`config.mk`:
```
export PLATFORM = sky130hd
export DESIGN_NAME = button_pulse_conditioner
export DESIGN_NICKNAME = d
export VERILOG_FILES = /design/src/rtl/button_pkg.sv /design/src/rtl/button_debouncer.sv /design/src/rtl/button_pulse_conditioner.sv
export SDC_FILE = /design/constraint.sdc
export NUM_CORES = 1
export LEC_CHECK = 0
export ABC_AREA = 1
export BUFFER_PORTS_ARGS = -buffer_cell sky130_fd_sc_hd__buf_2
export CORE_MARGIN = 3
export CORE_UTILIZATION = 26
export DETAILED_ROUTE_END_ITERATION = 10
export HOLD_SLACK_MARGIN = 0.06
export PLACE_DENSITY = 0.44
export SYNTH_ARGS = -nofsm -noshare
export SYNTH_HDL_FRONTEND = slang
export SYNTH_HIERARCHICAL = 1
export SYNTH_SLANG_ARGS = --single-unit
```
`constraint.sdc`:
```
create_clock -name clk -period 3.2 [get_ports clk]
set_input_delay 0.16 -clock clk [delete_from_list [all_inputs] [get_ports clk]]
set_output_delay 0.16 -clock clk [all_outputs]
set_load 0.01 [all_outputs]
```
`src/rtl/button_pkg.sv`:
```
// Shared types for the push-button front end.
// AUTO_REPEAT_EN selects hold-to-repeat pulses in button_debouncer.
package button_pkg;

    typedef enum logic [1:0] {
        IDLE,
        PRESS_WAIT,
        PRESSED,
        RELEASE_WAIT
    } btn_state_t;

    localparam logic BTN_PRESSED  = 1'b0;
    localparam logic BTN_RELEASED = 1'b1;

    function automatic int cnt_width(input int a, input int b, input int c);
        int m;
        m = a;
        if (b > m) m = b;
        if (c > m) m = c;
        return $clog2(m) + 1;
    endfunction

endpackage

```
`src/rtl/button_debouncer.sv`:
```
// One button: 2-flop sync, debounce FSM, single-cycle accept strobe.
// AUTO_REPEAT_EN adds hold-to-repeat strobes while PRESSED.
module button_debouncer
    import button_pkg::*;
#(
    parameter int DEBOUNCE_CYCLES = 500000,
    parameter int HOLD_CYCLES     = 25000000,
    parameter int REPEAT_CYCLES   = 10000000
) (
    input  logic clk,
    input  logic reset,
    input  logic btn_n,
    output logic hit
);

    localparam int CNT_W =
        cnt_width(DEBOUNCE_CYCLES, HOLD_CYCLES, REPEAT_CYCLES);
    localparam logic [CNT_W-1:0] DB_LAST = CNT_W'(DEBOUNCE_CYCLES - 1);
    localparam logic [CNT_W-1:0] CNT_MAX = '1;

    logic [1:0]       sync;
    btn_state_t       state;
    logic [CNT_W-1:0] cnt;
    logic [CNT_W-1:0] cnt_nxt;
    logic             pressed;
    logic             press_hit;

    assign pressed   = (sync[1] == BTN_PRESSED);
    assign cnt_nxt   = (cnt == CNT_MAX) ? cnt : cnt + 1'b1;
    assign press_hit = (state == PRESS_WAIT) && pressed && (cnt == DB_LAST);

`ifdef AUTO_REPEAT_EN
    localparam logic [CNT_W-1:0] HD_LAST = CNT_W'(HOLD_CYCLES - 1);
    localparam logic [CNT_W-1:0] RP_LAST = CNT_W'(REPEAT_CYCLES - 1);

    logic rep;
    logic rep_hit;

    // first repeat waits HOLD_CYCLES, later ones REPEAT_CYCLES
    assign rep_hit = (state == PRESSED) && pressed &&
                     (cnt == (rep ? RP_LAST : HD_LAST));
    assign hit     = press_hit | rep_hit;
`else
    assign hit     = press_hit;
`endif

    always_ff @(posedge clk or negedge reset) begin
        if (!reset) begin
            sync  <= {BTN_RELEASED, BTN_RELEASED};
            state <= IDLE;
            cnt   <= '0;
`ifdef AUTO_REPEAT_EN
            rep   <= 1'b0;
`endif
        end else begin
            sync <= {sync[0], btn_n};
            unique case (state)
                IDLE: begin
                    if (pressed) begin
                        state <= PRESS_WAIT;
                        cnt   <= '0;
                    end
                end
                PRESS_WAIT: begin
                    if (!pressed) begin
                        state <= IDLE;
                    end else if (cnt == DB_LAST) begin
                        state <= PRESSED;
                        cnt   <= '0;
                    end else begin
                        cnt <= cnt_nxt;
                    end
                end
                PRESSED: begin
                    if (!pressed) begin
                        state <= RELEASE_WAIT;
                        cnt   <= '0;
`ifdef AUTO_REPEAT_EN
                        rep   <= 1'b0;
                    end else if (rep_hit) begin
                        cnt <= '0;
                        rep <= 1'b1;
                    end else begin
                        cnt <= cnt_nxt;
`endif
                    end
                end
                RELEASE_WAIT: begin
                    if (pressed) begin
                        state <= PRESSED;
                        cnt   <= '0;
                    end else if (cnt == DB_LAST) begin
                        state <= IDLE;
                    end else begin
                        cnt <= cnt_nxt;
                    end
                end
                default: state <= IDLE;
            endcase
        end
    end

endmodule

```
`src/rtl/button_pulse_conditioner.sv`:
```
// Two debounced buttons -> mutually exclusive increment/decrease pulses.
// Build with AUTO_REPEAT_EN for hold-to-repeat behaviour.
module button_pulse_conditioner
    import button_pkg::*;
#(
    parameter int DEBOUNCE_CYCLES = 500000,
    parameter int HOLD_CYCLES     = 25000000,
    parameter int REPEAT_CYCLES   = 10000000
) (
    input  logic clk,
    input  logic reset,
    input  logic btn_inc_n,
    input  logic btn_dec_n,
    output logic increment,
    output logic decrease
);

    logic inc_hit;
    logic dec_hit;

    button_debouncer #(
        .DEBOUNCE_CYCLES(DEBOUNCE_CYCLES),
        .HOLD_CYCLES    (HOLD_CYCLES),
        .REPEAT_CYCLES  (REPEAT_CYCLES)
    ) u_inc (
        .clk  (clk),
        .reset(reset),
        .btn_n(btn_inc_n),
        .hit  (inc_hit)
    );

    button_debouncer #(
        .DEBOUNCE_CYCLES(DEBOUNCE_CYCLES),
        .HOLD_CYCLES    (HOLD_CYCLES),
        .REPEAT_CYCLES  (REPEAT_CYCLES)
    ) u_dec (
        .clk  (clk),
        .reset(reset),
        .btn_n(btn_dec_n),
        .hit  (dec_hit)
    );

    // coincident strobes cancel each other
    always_ff @(posedge clk or negedge reset) begin
        if (!reset) begin
            increment <= 1'b0;
            decrease  <= 1'b0;
        end else begin
            increment <= inc_hit & ~dec_hit;
            decrease  <= dec_hit & ~inc_hit;
        end
    end

endmodule

```
==> results by group, run 1 <==
Status
  • Status: completed

Global routing
  • First-pass GRT wire length: 23,100 microns
  • Vias in the first global route: 4,298
  • Largest net degree at the start of global routing: 40
  • Grt ovf: 0
  • Total track usage: 14.5%
  • Initial antenna violation count: 0

Synth
  • Count leader, synth: nand2_1
  • Compound-Gate Fraction of Synth Area: 6.88%
  • #FFs+latches synth: 62
  • Unique masters post-synth: 31
  • Mapped Cells: 742
  • Top cells by area, synth: dfrtp_1 (30%), nand2_1 (18%), nor2_1 (8.0%)
  • Synthesis Warnings: 6
  • Register area share after synthesis: 32.4%
  • Number of synthesized flops with an enable pin: 0
  • Post-synthesis xor/xnor area fraction: 1.82%
  • Post-Synth Adder-Cell Area: 0.521%
  • Cell accounting for the most synthesized area: dfrtp_1
  • Synth top area share: 30.2%
  • Mean Syn Cell Area: 6.47 sq um
  • Syn Nets: 748
  • Mux cell area share after synthesis: 0%
  • Post-Synth Simple-Gate Area: 47.9%
  • Largest family of logic cells by synthesized area: simple AND/OR/NAND/NOR gates
  • Cell Area, Synth: 4800 sq um
  • Share of async-settable or async-resettable flops after synthesis: 100%
  • Commonest cells in the synthesized netlist: nand2_1 (224), nor2_1 (102), inv_1 (90)
  • Main synth FF type: dfrtp_1

Clock tree
  • CTS Sinks: 62
  • Worst-skew pair later-pin latency: 0.34 ns
  • Post-cts hold buffer count: 3
  • Post-CTS Setup Bufs: 0
  • Clock buffer count from CTS: 9
  • CTS max path bufs: 2
  • Worst-path clk slew: 0.06 ns
  • CTS tree: built
  • CTS root buf: clkbuf_16
  • Cts repair resizes: 0
  • H-tree depth: 3

Die
  • Number of core rows: 49
  • Chip width: 142 microns
  • Core Box Area: 18,000 sq um
  • Io pins: 6
  • Initial Util: 26.6%
  • Die area: 20,100 sq um
  • Die span in y: 142 microns

STA
  • Worst-Margin Slew: 0.898 ns
  • Final hold vios: 0
  • Tcrit/Tclk final: 70.9%
  • Slew headroom: 40.2%
  • F_max: 0.441 GHz
  • Fin crit period: 2.27 ns
  • Clock skew: 0.00844 ns
  • Setup violators final: 0
  • Slew Viols, Final: 0
  • Setup tns final: 0 ns
  • RSZ-0062 raised after global routing: false

Drt
  • Drt pass-1 iters: 6
  • Routed metal-1 wirelength: 6570 microns
  • Uppermost layer routed: met4
  • Drt via density: 4.71
  • WL met2: 6870 microns
  • DRT iter0 DRCs: 288
  • Antenna Nets Post-Route: 0
  • Routed Wire Length: 14,000 microns
  • Post-DR wirelength/cell: 14.3 microns
  • Via count: 4,608
  • Met3 routed WL: 398 microns
  • Residual DRC count: 0

Worst setup path
  • CP Max Fanout: 30
  • FF-to-FF setup slack: 0.93 ns
  • CP Capture Type: flip-flop
  • Critical Path AT: 2.47 ns
  • Critical path class: reg2reg
  • Startpoint Class: flip-flop
  • Critical Path RT: 3.40 ns

Place
  • RePlAce Congestion: 0.839
  • Port Buffer Count: 5
  • Post-DP HPWL: 10,700 microns

Layout
  • Ant diodes: 0
  • Layout cells sized above 1: 10.5%
  • Layout Nets: 752
  • Final core occ: 29.7%
  • Syn-to-layout area delta: 11.3%

Power
  • Leak Pwr: 2.52 nW
  • VDD IR max: 0.000308 V
  • PD cells: 523 nW/um^2

Run
  • MaxCap Viol Count: 0

Min path
  • Class of the worst hold path: reg2reg
==> report_power, final <==
| part | switching, mW | internal (mW) | total (mW) |
|---|---|---|---|
| sequential | 0.115 | 0.852 | 0.968 |
| clock | 0.370 | 0.717 | 1.09 |
| combinational | 0.556 | 0.185 | 0.742 |
| total | 1.04 | 1.75 | 2.80 |
==> cells in the final DEF, fill, tap and decap left out <==
cell type / Yosys / final
bufinv_16: 0 / 2
inv_2: 6 / 6
clkbuf_8: 0 / 2
inv_1: 90 / 90
clkinv_2: 0 / 2
nor2_1: 102 / 102
nand3_4: 2 / 2
dlygate4sd3_1: 0 / 3
o22ai_1: 2 / 2
nand3_1: 72 / 72
and2_1: 2 / 2
nor2_8: 2 / 2
dfrtp_1: 58 / 58
buf_2: 6 / 5
o21ai_1: 16 / 16
a21oi_1: 8 / 8
clkbuf_16: 0 / 9
nand3_2: 6 / 6
nand4_1: 38 / 38
ha_1: 2 / 2
xor2_1: 10 / 10
nand3b_1: 4 / 4
o21ai_2: 2 / 2
nor2_2: 6 / 6
o211ai_1: 14 / 14
nor2_4: 4 / 4
nand2_1: 224 / 224
nor3_1: 16 / 16
or2_2: 4 / 4
o211ai_2: 2 / 2
o21ai_0: 10 / 10
dfstp_2: 4 / 4
nand2_2: 18 / 18
buf_4: 2 / 3
==> layer usage <==
metal | vias up | track usage (%)
li1 | 2398 | -
met1 | 2149 | 18.3
met2 | 52 | 24.8
met3 | 9 | 3.54
met4 | 0 | 3.84
met5 | - | 0
==> final timing paths <==
path	cells past startpoint	end	start
hold / removal	0	u_dec/sync[1]	u_dec/sync[0]
min in group asynchronous	2	u_inc/cnt[11]	reset
max in group asynchronous	3	u_dec/cnt[25]	reset
hold reg to reg	0	u_dec/sync[1]	u_dec/sync[0]
setup / recovery	10	u_inc/cnt[11]	u_inc/cnt[0]
setup reg to reg	10	u_inc/cnt[11]	u_inc/cnt[0]
==> cells by family (layout without fill, tap and decap cells) <==
family                     count (synthesis)  in the layout
xor gates and xnor gates                  10             10
buffers and inverters                    114            122
and+or+nand+nor                          500            500
AOI/OAI and AO/OA                         54             54
DFF                                       62             62
adders and majority gates                  2              2
==> through the flow <==
| step | power, mW | worst slack [ns] | hold slack, ns | area [sq um] | instances |
|---|---|---|---|---|---|
| 2_1_floorplan | 1.59 | 1.49 | -0.136 | 4800 | 742 |
| 3_3_place_gp | 1.74 | 0.919 | 0.266 | 4990 | 961 |
| 3_5_place_dp | 1.74 | 0.895 | 0.268 | 4990 | 961 |
| 4_1_cts | 2.86 | 0.883 | 0.355 | 5350 | 979 |
| 5_1_grt | 3.01 | 0.654 | 0.359 | 5350 | 979 |
| 6_report | 2.80 | 0.931 | 0.354 | 5350 | 979 |
==> sequential cells by signal (all words and copies together), names as in the netlist, named ones only <==
signal,flops
decrease,1
increment,1
u_dec/cnt,26
u_dec/state,1
u_dec/sync,2
u_inc/cnt,26
u_inc/state,1
u_inc/sync,2
==> final cells by class <==
class | count | area [sq um]
fill | 2055 | 12700
timing repair buffer | 11 | 77.6
tap | 229 | 287
sequential | 62 | 1560
multi-input combinational | 566 | 2740
clock buffer | 11 | 253
clock inverter | 4 | 70.1
inverter | 96 | 360
==> critical path, stage by stage (launching register included) <==
cell	delay, ns
dfrtp_1	0.41
ha_1	0.20
nand2_2	0.10
nor2_8	0.17
nand2_2	0.07
nor2_2	0.11
nand2_2	0.08
nand2_2	0.08
nand2_2	0.36
inv_2	0.43
o21ai_1	0.13
Power figures use the tool's default switching activity.
==> run 2: changes to the inputs <==
==> constraint.sdc (replaced) <==
create_clock -name clk -period 2.2 [get_ports clk]
set_input_delay 0.11 -clock clk [delete_from_list [all_inputs] [get_ports clk]]
set_output_delay 0.11 -clock clk [all_outputs]
set_load 0.01 [all_outputs]
==> run 2 against run 1 <==
  * Via count up 2.3%
  * Core utilization up 1.6 points
  * Wire length up 1.6%
  * Critical path type unchanged
  * Largest power group unchanged
==> results by group, run 2 (synthesis results as in run 1) <==
Status
  • Status: completed (unchanged)

Clock tree
  • CTS max path bufs: 2 (unchanged)
  • Clock buffer count from CTS: 9 (unchanged)
  • Worst-skew pair later-pin latency: 0.34 ns (about the same)
  • H-tree depth: 3 (unchanged)
  • CTS root buf: clkbuf_16 (unchanged)
  • CTS tree: built (unchanged)
  • Worst-path clk slew: 0.05 ns (was 0.06 ns)
  • CTS Sinks: 62 (unchanged)

Die
  • Chip width: 142 microns (unchanged)
  • Die area: 20,100 sq um (unchanged)
  • Core Box Area: 18,000 sq um (unchanged)
  • Number of core rows: 49 (unchanged)
  • Io pins: 6 (unchanged)
  • Die span in y: 142 microns (unchanged)
  • Initial Util: 26.6% (unchanged)

Layout
  • Fill cells: 2,011 (was 2,055)
  • Most common cell after layout, fill and taps aside: nand2_1 (unchanged)
  • Ant diodes: 0 (unchanged)
  • Most frequent cells in the layout: nand2_1 (224), nor2_1 (102), inv_1 (90) (unchanged)
  • Final core occ: 31.2% (was 29.7%)
  • Syn-to-layout area delta: 17.2% (was 11.3%)
  • Largest registers: u_dec/cnt x26, u_inc/cnt x26 (unchanged)
  • Layout cells sized above 1: 13.7% (was 10.5%)
  • Layout Nets: 776 (was 752)

Worst setup path
  • Startpoint Class: flip-flop (unchanged)
  • Critical path class: reg2reg (unchanged)
  • Critical Path AT: 2.24 ns (was 2.47 ns)
  • Critical Path RT: 2.43 ns (was 3.40 ns)
  • CP Max Fanout: 14 (was 30)
  • CP Capture Type: flip-flop (unchanged)

Place
  • Port Buffer Count: 5 (unchanged)
  • Post-DP HPWL: 11,000 microns (was 10,700 microns)
  • RePlAce Congestion: 0.858 (was 0.839)

Global routing
  • Vias in the first global route: 4,756 (was 4,298)
  • Largest net degree at the start of global routing: 26 (was 40)
  • Grt ovf: 0 (unchanged)
  • Total track usage: 14.9% (was 14.5%)
  • Initial antenna violation count: 0 (unchanged)
  • First-pass GRT wire length: 24,100 microns (was 23,100 microns)

Drt
  • Residual DRC count: 0 (unchanged)
  • Routed Wire Length: 14,200 microns (was 14,000 microns)
  • Via count: 4,715 (was 4,608)
  • Antenna Nets Post-Route: 0 (unchanged)
  • Drt pass-1 iters: 5 (was 6)
  • Post-DR wirelength/cell: 14.2 microns (was 14.3 microns)
  • DRT iter0 DRCs: 262 (was 288)
  • Drt via density: 4.70 (was 4.71)

Power
  • Logic pwr share: 28.1% (was 26.5%)
  • Sw Pwr: 1.57 mW (was 1.04 mW)
  • Clk pwr share: 41.0% (was 38.9%)
  • Sw frac: 35.2% (was 37.3%)
  • VDD IR max: 0.000507 V (was 0.000308 V)
  • Seq pwr share: 30.9% (was 34.6%)
  • Cell internal pwr: 2.88 mW (was 1.75 mW)
  • PD cells: 791 nW/um^2 (was 523 nW/um^2)
  • Leak Pwr: 2.67 nW (was 2.52 nW)

STA
  • Fin crit period: 2.01 ns (was 2.27 ns)
  • Hold Slack: 0.271 ns (was 0.354 ns)
  • Setup violators final: 0 (unchanged)
  • Slew headroom: 67.1% (was 40.2%)
  • Worst-Margin Slew: 0.493 ns (was 0.898 ns)
  • Tcrit/Tclk final: 91.5% (was 70.9%)
  • Slew Viols, Final: 0 (unchanged)
  • F_max: 0.497 GHz (was 0.441 GHz)
  • Clock skew: 0.00483 ns (was 0.00844 ns)
  • Final hold vios: 0 (unchanged)

Min path
  • Class of the worst hold path: in2async (was reg2reg)

Run
  • MaxCap Viol Count: 0 (unchanged)
-- run 2: metal layers --
| layer | part of all wire [%] | track usage (%) | up-vias | wire, microns |
|---|---|---|---|---|
| met4 | 1.8 | 4.75 | 0 | 250 |
| met5 | 0 | 0 | - | 0 |
| met2 | 49 | 26.3 | 71 | 7020 |
| li1 | - | - | 2449 | - |
| met1 | 46 | 18.0 | 2175 | 6510 |
| met3 | 3.0 | 3.47 | 20 | 428 |
-- run 2: worst paths after layout --
| kind | end | cells after the start | from | slack (ns) |
|---|---|---|---|---|
| worst max register to register | u_inc/cnt[16] | 14 | u_inc/cnt[0] | 0.19 |
| min in group clk | u_inc/sync[1] | 0 | u_inc/sync[0] | 0.35 |
| worst min register to register | u_inc/sync[1] | 0 | u_inc/sync[0] | 0.35 |
| worst min-delay path | u_inc/cnt[14] | 2 | reset | 0.27 |
| worst max-delay path | u_inc/cnt[16] | 14 | u_inc/cnt[0] | 0.19 |
| max in group asynchronous | u_dec/sync[0] | 3 | reset | 1.22 |
-- run 2: metrics by stage --
step	total power, mW	setup WS, ns	instances	setup TNS (ns)	instance area (sq um)
2_1_floorplan	2.32	0.490	742	0	4800
3_3_place_gp	2.60	0.0487	984	0	5180
3_5_place_dp	2.60	0.0592	984	0	5180
4_1_cts	4.48	0.0441	1003	0	5590
5_1_grt	4.77	-0.0134	1004	-0.0241	5630
6_report	4.45	0.186	1004	0	5630
-- run 2: critical path: stages (launching register included) --
cell	delay, ns
dfrtp_1	0.42
ha_2	0.21
nand2_2	0.10
nor2_8	0.12
buf_4	0.17
nand2_2	0.06
nor2_2	0.11
nand2_2	0.09
nand2_2	0.13
nand2_8	0.10
buf_6	0.16
nand3_1	0.07
nand2_1	0.06
nand2_1	0.05
nor2_1	0.04
-- run 2: area by class of cell --
cell class | count | area (sq um) | area share [%]
repair buffers | 35 | 278 | 4.94
clock inverters | 5 | 129 | 2.29
multi-input cells | 566 | 2760 | 49.0
flip-flops and latches | 62 | 1560 | 27.7
inverters | 96 | 365 | 6.49
clock buffers | 11 | 253 | 4.49
well taps | 229 | 287 | 5.09
-- run 2: power by group through the flow --
stage               clock network (mW)  logic [mW]  registers, mW
floorplan                            0       0.970           1.35
global placement                     0        1.21           1.39
detailed placement                   0        1.21           1.39
CTS                               1.89        1.22           1.37
global route                      1.94        1.44           1.40
finish                            1.82        1.25           1.38
-- run 2: timing repair --
item,in CTS,in global routing
endpoints found under the setup margin,0,40
hold buffers,3,0
endpoints found under the hold margin,19,0
setup buffers,0,1
resized for setup,0,9
==> run 3: changes to the inputs <==
--- a/config.mk
+++ b/config.mk
@@ -11,7 +11,7 @@
 export CORE_UTILIZATION = 26
 export DETAILED_ROUTE_END_ITERATION = 10
 export HOLD_SLACK_MARGIN = 0.06
-export PLACE_DENSITY = 0.44
+export PLACE_DENSITY = 0.48
 export SYNTH_ARGS = -nofsm -noshare
 export SYNTH_HDL_FRONTEND = slang
 export SYNTH_HIERARCHICAL = 1
==> run 3 against run 2 <==
  * Global-route usage shrank 0.64 points
  * Wire length shrank 5.5%
  * Cell area shrank 2.0%
  * Register-to-register slack gained 0.04 ns
  * Combinational power shrank 5%
  * Critical path type unchanged
  * Sequential power is essentially flat
  * Hold slack gained 0.074 ns
  * Core utilization shrank 0.64 points
  * Highest routed layer unchanged
  * First-iteration DRC count grew 11%
==> results by group, run 3 (synthesis results as in run 1) <==
Status
  • Status: completed (unchanged)

STA
  • Clock skew: 0.00790 ns (was 0.00483 ns)
  • Tcrit/Tclk final: 89.7% (was 91.5%)
  • Final hold vios: 0 (unchanged)
  • RSZ-0062 raised after global routing: false
  • Setup violators final: 0 (unchanged)
  • Slew headroom: 54.9% (was 67.1%)
  • Slew Viols, Final: 0 (unchanged)
  • Worst-Margin Slew: 0.677 ns (was 0.493 ns)
  • Fin crit period: 1.97 ns (was 2.01 ns)
  • Setup tns final: 0 ns (unchanged)
  • F_max: 0.506 GHz (was 0.497 GHz)

Clock tree
  • Worst-skew pair later-pin latency: 0.34 ns (about the same)
  • CTS tree: built (unchanged)
  • Cts repair resizes: 0 (unchanged)
  • CTS max path bufs: 2 (unchanged)
  • CTS Sinks: 62 (unchanged)
  • Clock buffer count from CTS: 9 (unchanged)
  • Worst-path clk slew: 0.05 ns (about the same)
  • CTS root buf: clkbuf_16 (unchanged)
  • H-tree depth: 3 (unchanged)

Worst setup path
  • CP Capture Type: flip-flop (unchanged)
  • Delay-heaviest family, CP: simple AND/OR/NAND/NOR gates (unchanged)
  • Startpoint Class: flip-flop (unchanged)
  • Critical Path AT: 2.24 ns (about the same)
  • CP max stage delay: 0.43 ns (was 0.42 ns)
  • Critical path's slowest cell: dfrtp_1 (unchanged)
  • Critical R2R Launch: u_inc/cnt[0] (unchanged)
  • Critical path class: reg2reg (unchanged)
  • Bufs and invs on worst path: 1 (was 2)
  • Register-to-Register Path Depth: 13 (was 14)
  • Worst r2r dst: u_inc/cnt[16] (unchanged)
  • FF-to-FF setup slack: 0.23 ns (was 0.19 ns)
  • Crit path top cell by count: nand2_2 (unchanged)
  • CP Max Fanout: 21 (was 14)
  • Critical Path RT: 2.46 ns (was 2.43 ns)
  • Worst path cell trace: ha_1, nand2_2, nor2_8, nand2_2, nor2_2, nand2_2, nand2_2, nand2_2, buf_4, nand3_1, nand2_1, nand2_1, nor2_1 (was ha_2, nand2_2, nor2_8, buf_4, nand2_2, nor2_2, nand2_2, nand2_2, nand2_8, buf_6, nand3_1, nand2_1, nand2_1, nor2_1)

Power
  • Leak Pwr: 2.62 nW (was 2.67 nW)
  • VDD IR max: 0.000570 V (was 0.000507 V)
  • Seq pwr share: 32.8% (was 30.9%)
  • Sw Pwr: 1.54 mW (was 1.57 mW)
  • Cell internal pwr: 2.61 mW (was 2.88 mW)
  • Clk pwr share: 38.5% (was 41.0%)
  • Sw frac: 37.1% (was 35.2%)
  • Logic pwr share: 28.6% (was 28.1%)
  • PD cells: 754 nW/um^2 (was 791 nW/um^2)
  • Total chip power: 4.16 mW (was 4.45 mW)

Place
  • Port Buffer Count: 5 (unchanged)
  • Placed insts: 980 (was 984)
  • Post-DP HPWL: 10,600 microns (was 11,000 microns)
  • Post-DP Area: 5150 sq um (was 5180 sq um)
  • RePlAce Congestion: 0.876 (was 0.858)

Global routing
  • Grt ovf: 0 (unchanged)
  • Largest net degree at the start of global routing: 29 (was 26)
  • Vias in the first global route: 4,652 (was 4,756)
  • Total track usage: 14.3% (was 14.9%)
  • Initial antenna violation count: 0 (unchanged)
  • First-pass GRT wire length: 23,100 microns (was 24,100 microns)

Layout
  • Ant diodes: 0 (unchanged)
  • Largest registers: u_dec/cnt x26, u_inc/cnt x26 (unchanged)
  • Most common cell after layout, fill and taps aside: nand2_1 (unchanged)
  • Most frequent cells in the layout: nand2_1 (224), nor2_1 (102), inv_1 (90) (unchanged)
  • Layout cells sized above 1: 12.9% (was 13.7%)
  • Final std cells w/o fill: 999 (was 1,004)
  • Layout Nets: 771 (was 776)
  • Syn-to-layout area delta: 14.8% (was 17.2%)
  • Post-route cell area: 5510 sq um (was 5630 sq um)

Drt
  • Post-DR wirelength/cell: 13.4 microns (was 14.2 microns)
  • DRT iter0 DRCs: 290 (was 262)
  • Drt pass-1 iters: 6 (was 5)
  • Met3 routed WL: 482 microns (was 428 microns)
  • Antenna Nets Post-Route: 0 (unchanged)
  • Uppermost layer routed: met4 (unchanged)
  • WL met2: 6780 microns (was 7020 microns)
  • Residual DRC count: 0 (unchanged)
  • Via count: 4,626 (was 4,715)
  • Routed Wire Length: 13,400 microns (was 14,200 microns)
  • Drt via density: 4.63 (was 4.70)
  • Routed metal-1 wirelength: 5920 microns (was 6510 microns)

Die
  • Core Box Area: 18,000 sq um (unchanged)
  • Die span in y: 142 microns (unchanged)
  • Number of core rows: 49 (unchanged)
  • Die area: 20,100 sq um (unchanged)
  • Initial Util: 26.6% (unchanged)
  • Chip width: 142 microns (unchanged)
  • Io pins: 6 (unchanged)

Run
  • MaxCap Viol Count: 0 (unchanged)

Min path
  • Class of the worst hold path: in2async (unchanged)
-- run 3: changes by cell type in the layout (fill, tap and decap cells not counted), sizes merged --
| cell | delta |
|---|---|
| bufinv | -2 |
| buf | -5 |
| inv | +2 |
| clkinv | -1 |
| clkinvlp | +1 |
-- run 3: per-layer routing --
layer | up-vias | global-route usage [%]
li1 | 2437 | -
met1 | 2096 | 17.0
met2 | 76 | 25.5
met3 | 17 | 3.17
met4 | 0 | 4.55
met5 | - | 0
-- run 3: area by class of cell --
type                       count  area (sq um)
clock buffer                  11           253
clock inverter                 5          81.3
fill                        2046         12500
inverter                      96           360
multi-input combinational    566          2740
sequential                    62          1560
tap                          229           287
timing repair buffer          30           233
-- run 3: power groups by stage --
stage | sequential (mW) | combinational (mW) | clock [mW]
finish | 1.36 | 1.19 | 1.60
global route | 1.38 | 1.40 | 1.69
CTS | 1.36 | 1.22 | 1.66
detailed placement | 1.38 | 1.21 | 0
global placement | 1.38 | 1.21 | 0
floorplan | 1.35 | 0.970 | 0
-- run 3: worst max-delay path by stage --
stage | startpoint | slack [ns] | cells after the start | endpoint
after CTS | u_inc/cnt[0] | 0.19 | 13 | u_inc/cnt[16]
after detailed placement | u_inc/cnt[0] | 0.21 | 13 | u_inc/cnt[16]
after global placement | u_inc/cnt[0] | 0.21 | 13 | u_inc/cnt[16]
final | u_inc/cnt[0] | 0.23 | 13 | u_inc/cnt[16]
after global routing | u_dec/cnt[0] | 0.004 | 13 | u_dec/cnt[20]
after floorplan | u_dec/cnt[0] | 0.49 | 12 | u_dec/cnt[0]
-- run 3: timing repair --
action | in CTS | in global routing
setup buffers | 0 | 0
hold buffers | 3 | 0
endpoints found under the hold margin | 24 | 0
-- run 3: per-stage QoR --
stage / setup slack (ns) / utilization (%) / hold slack, ns
3_3_place_gp: 0.211 / 28.6 / 0.194
3_5_place_dp: 0.206 / 28.6 / 0.198
5_1_grt: 0.00394 / 30.6 / 0.357
4_1_cts: 0.190 / 30.6 / 0.356
2_1_floorplan: 0.490 / - / -0.186
6_report: 0.226 / 30.6 / 0.345
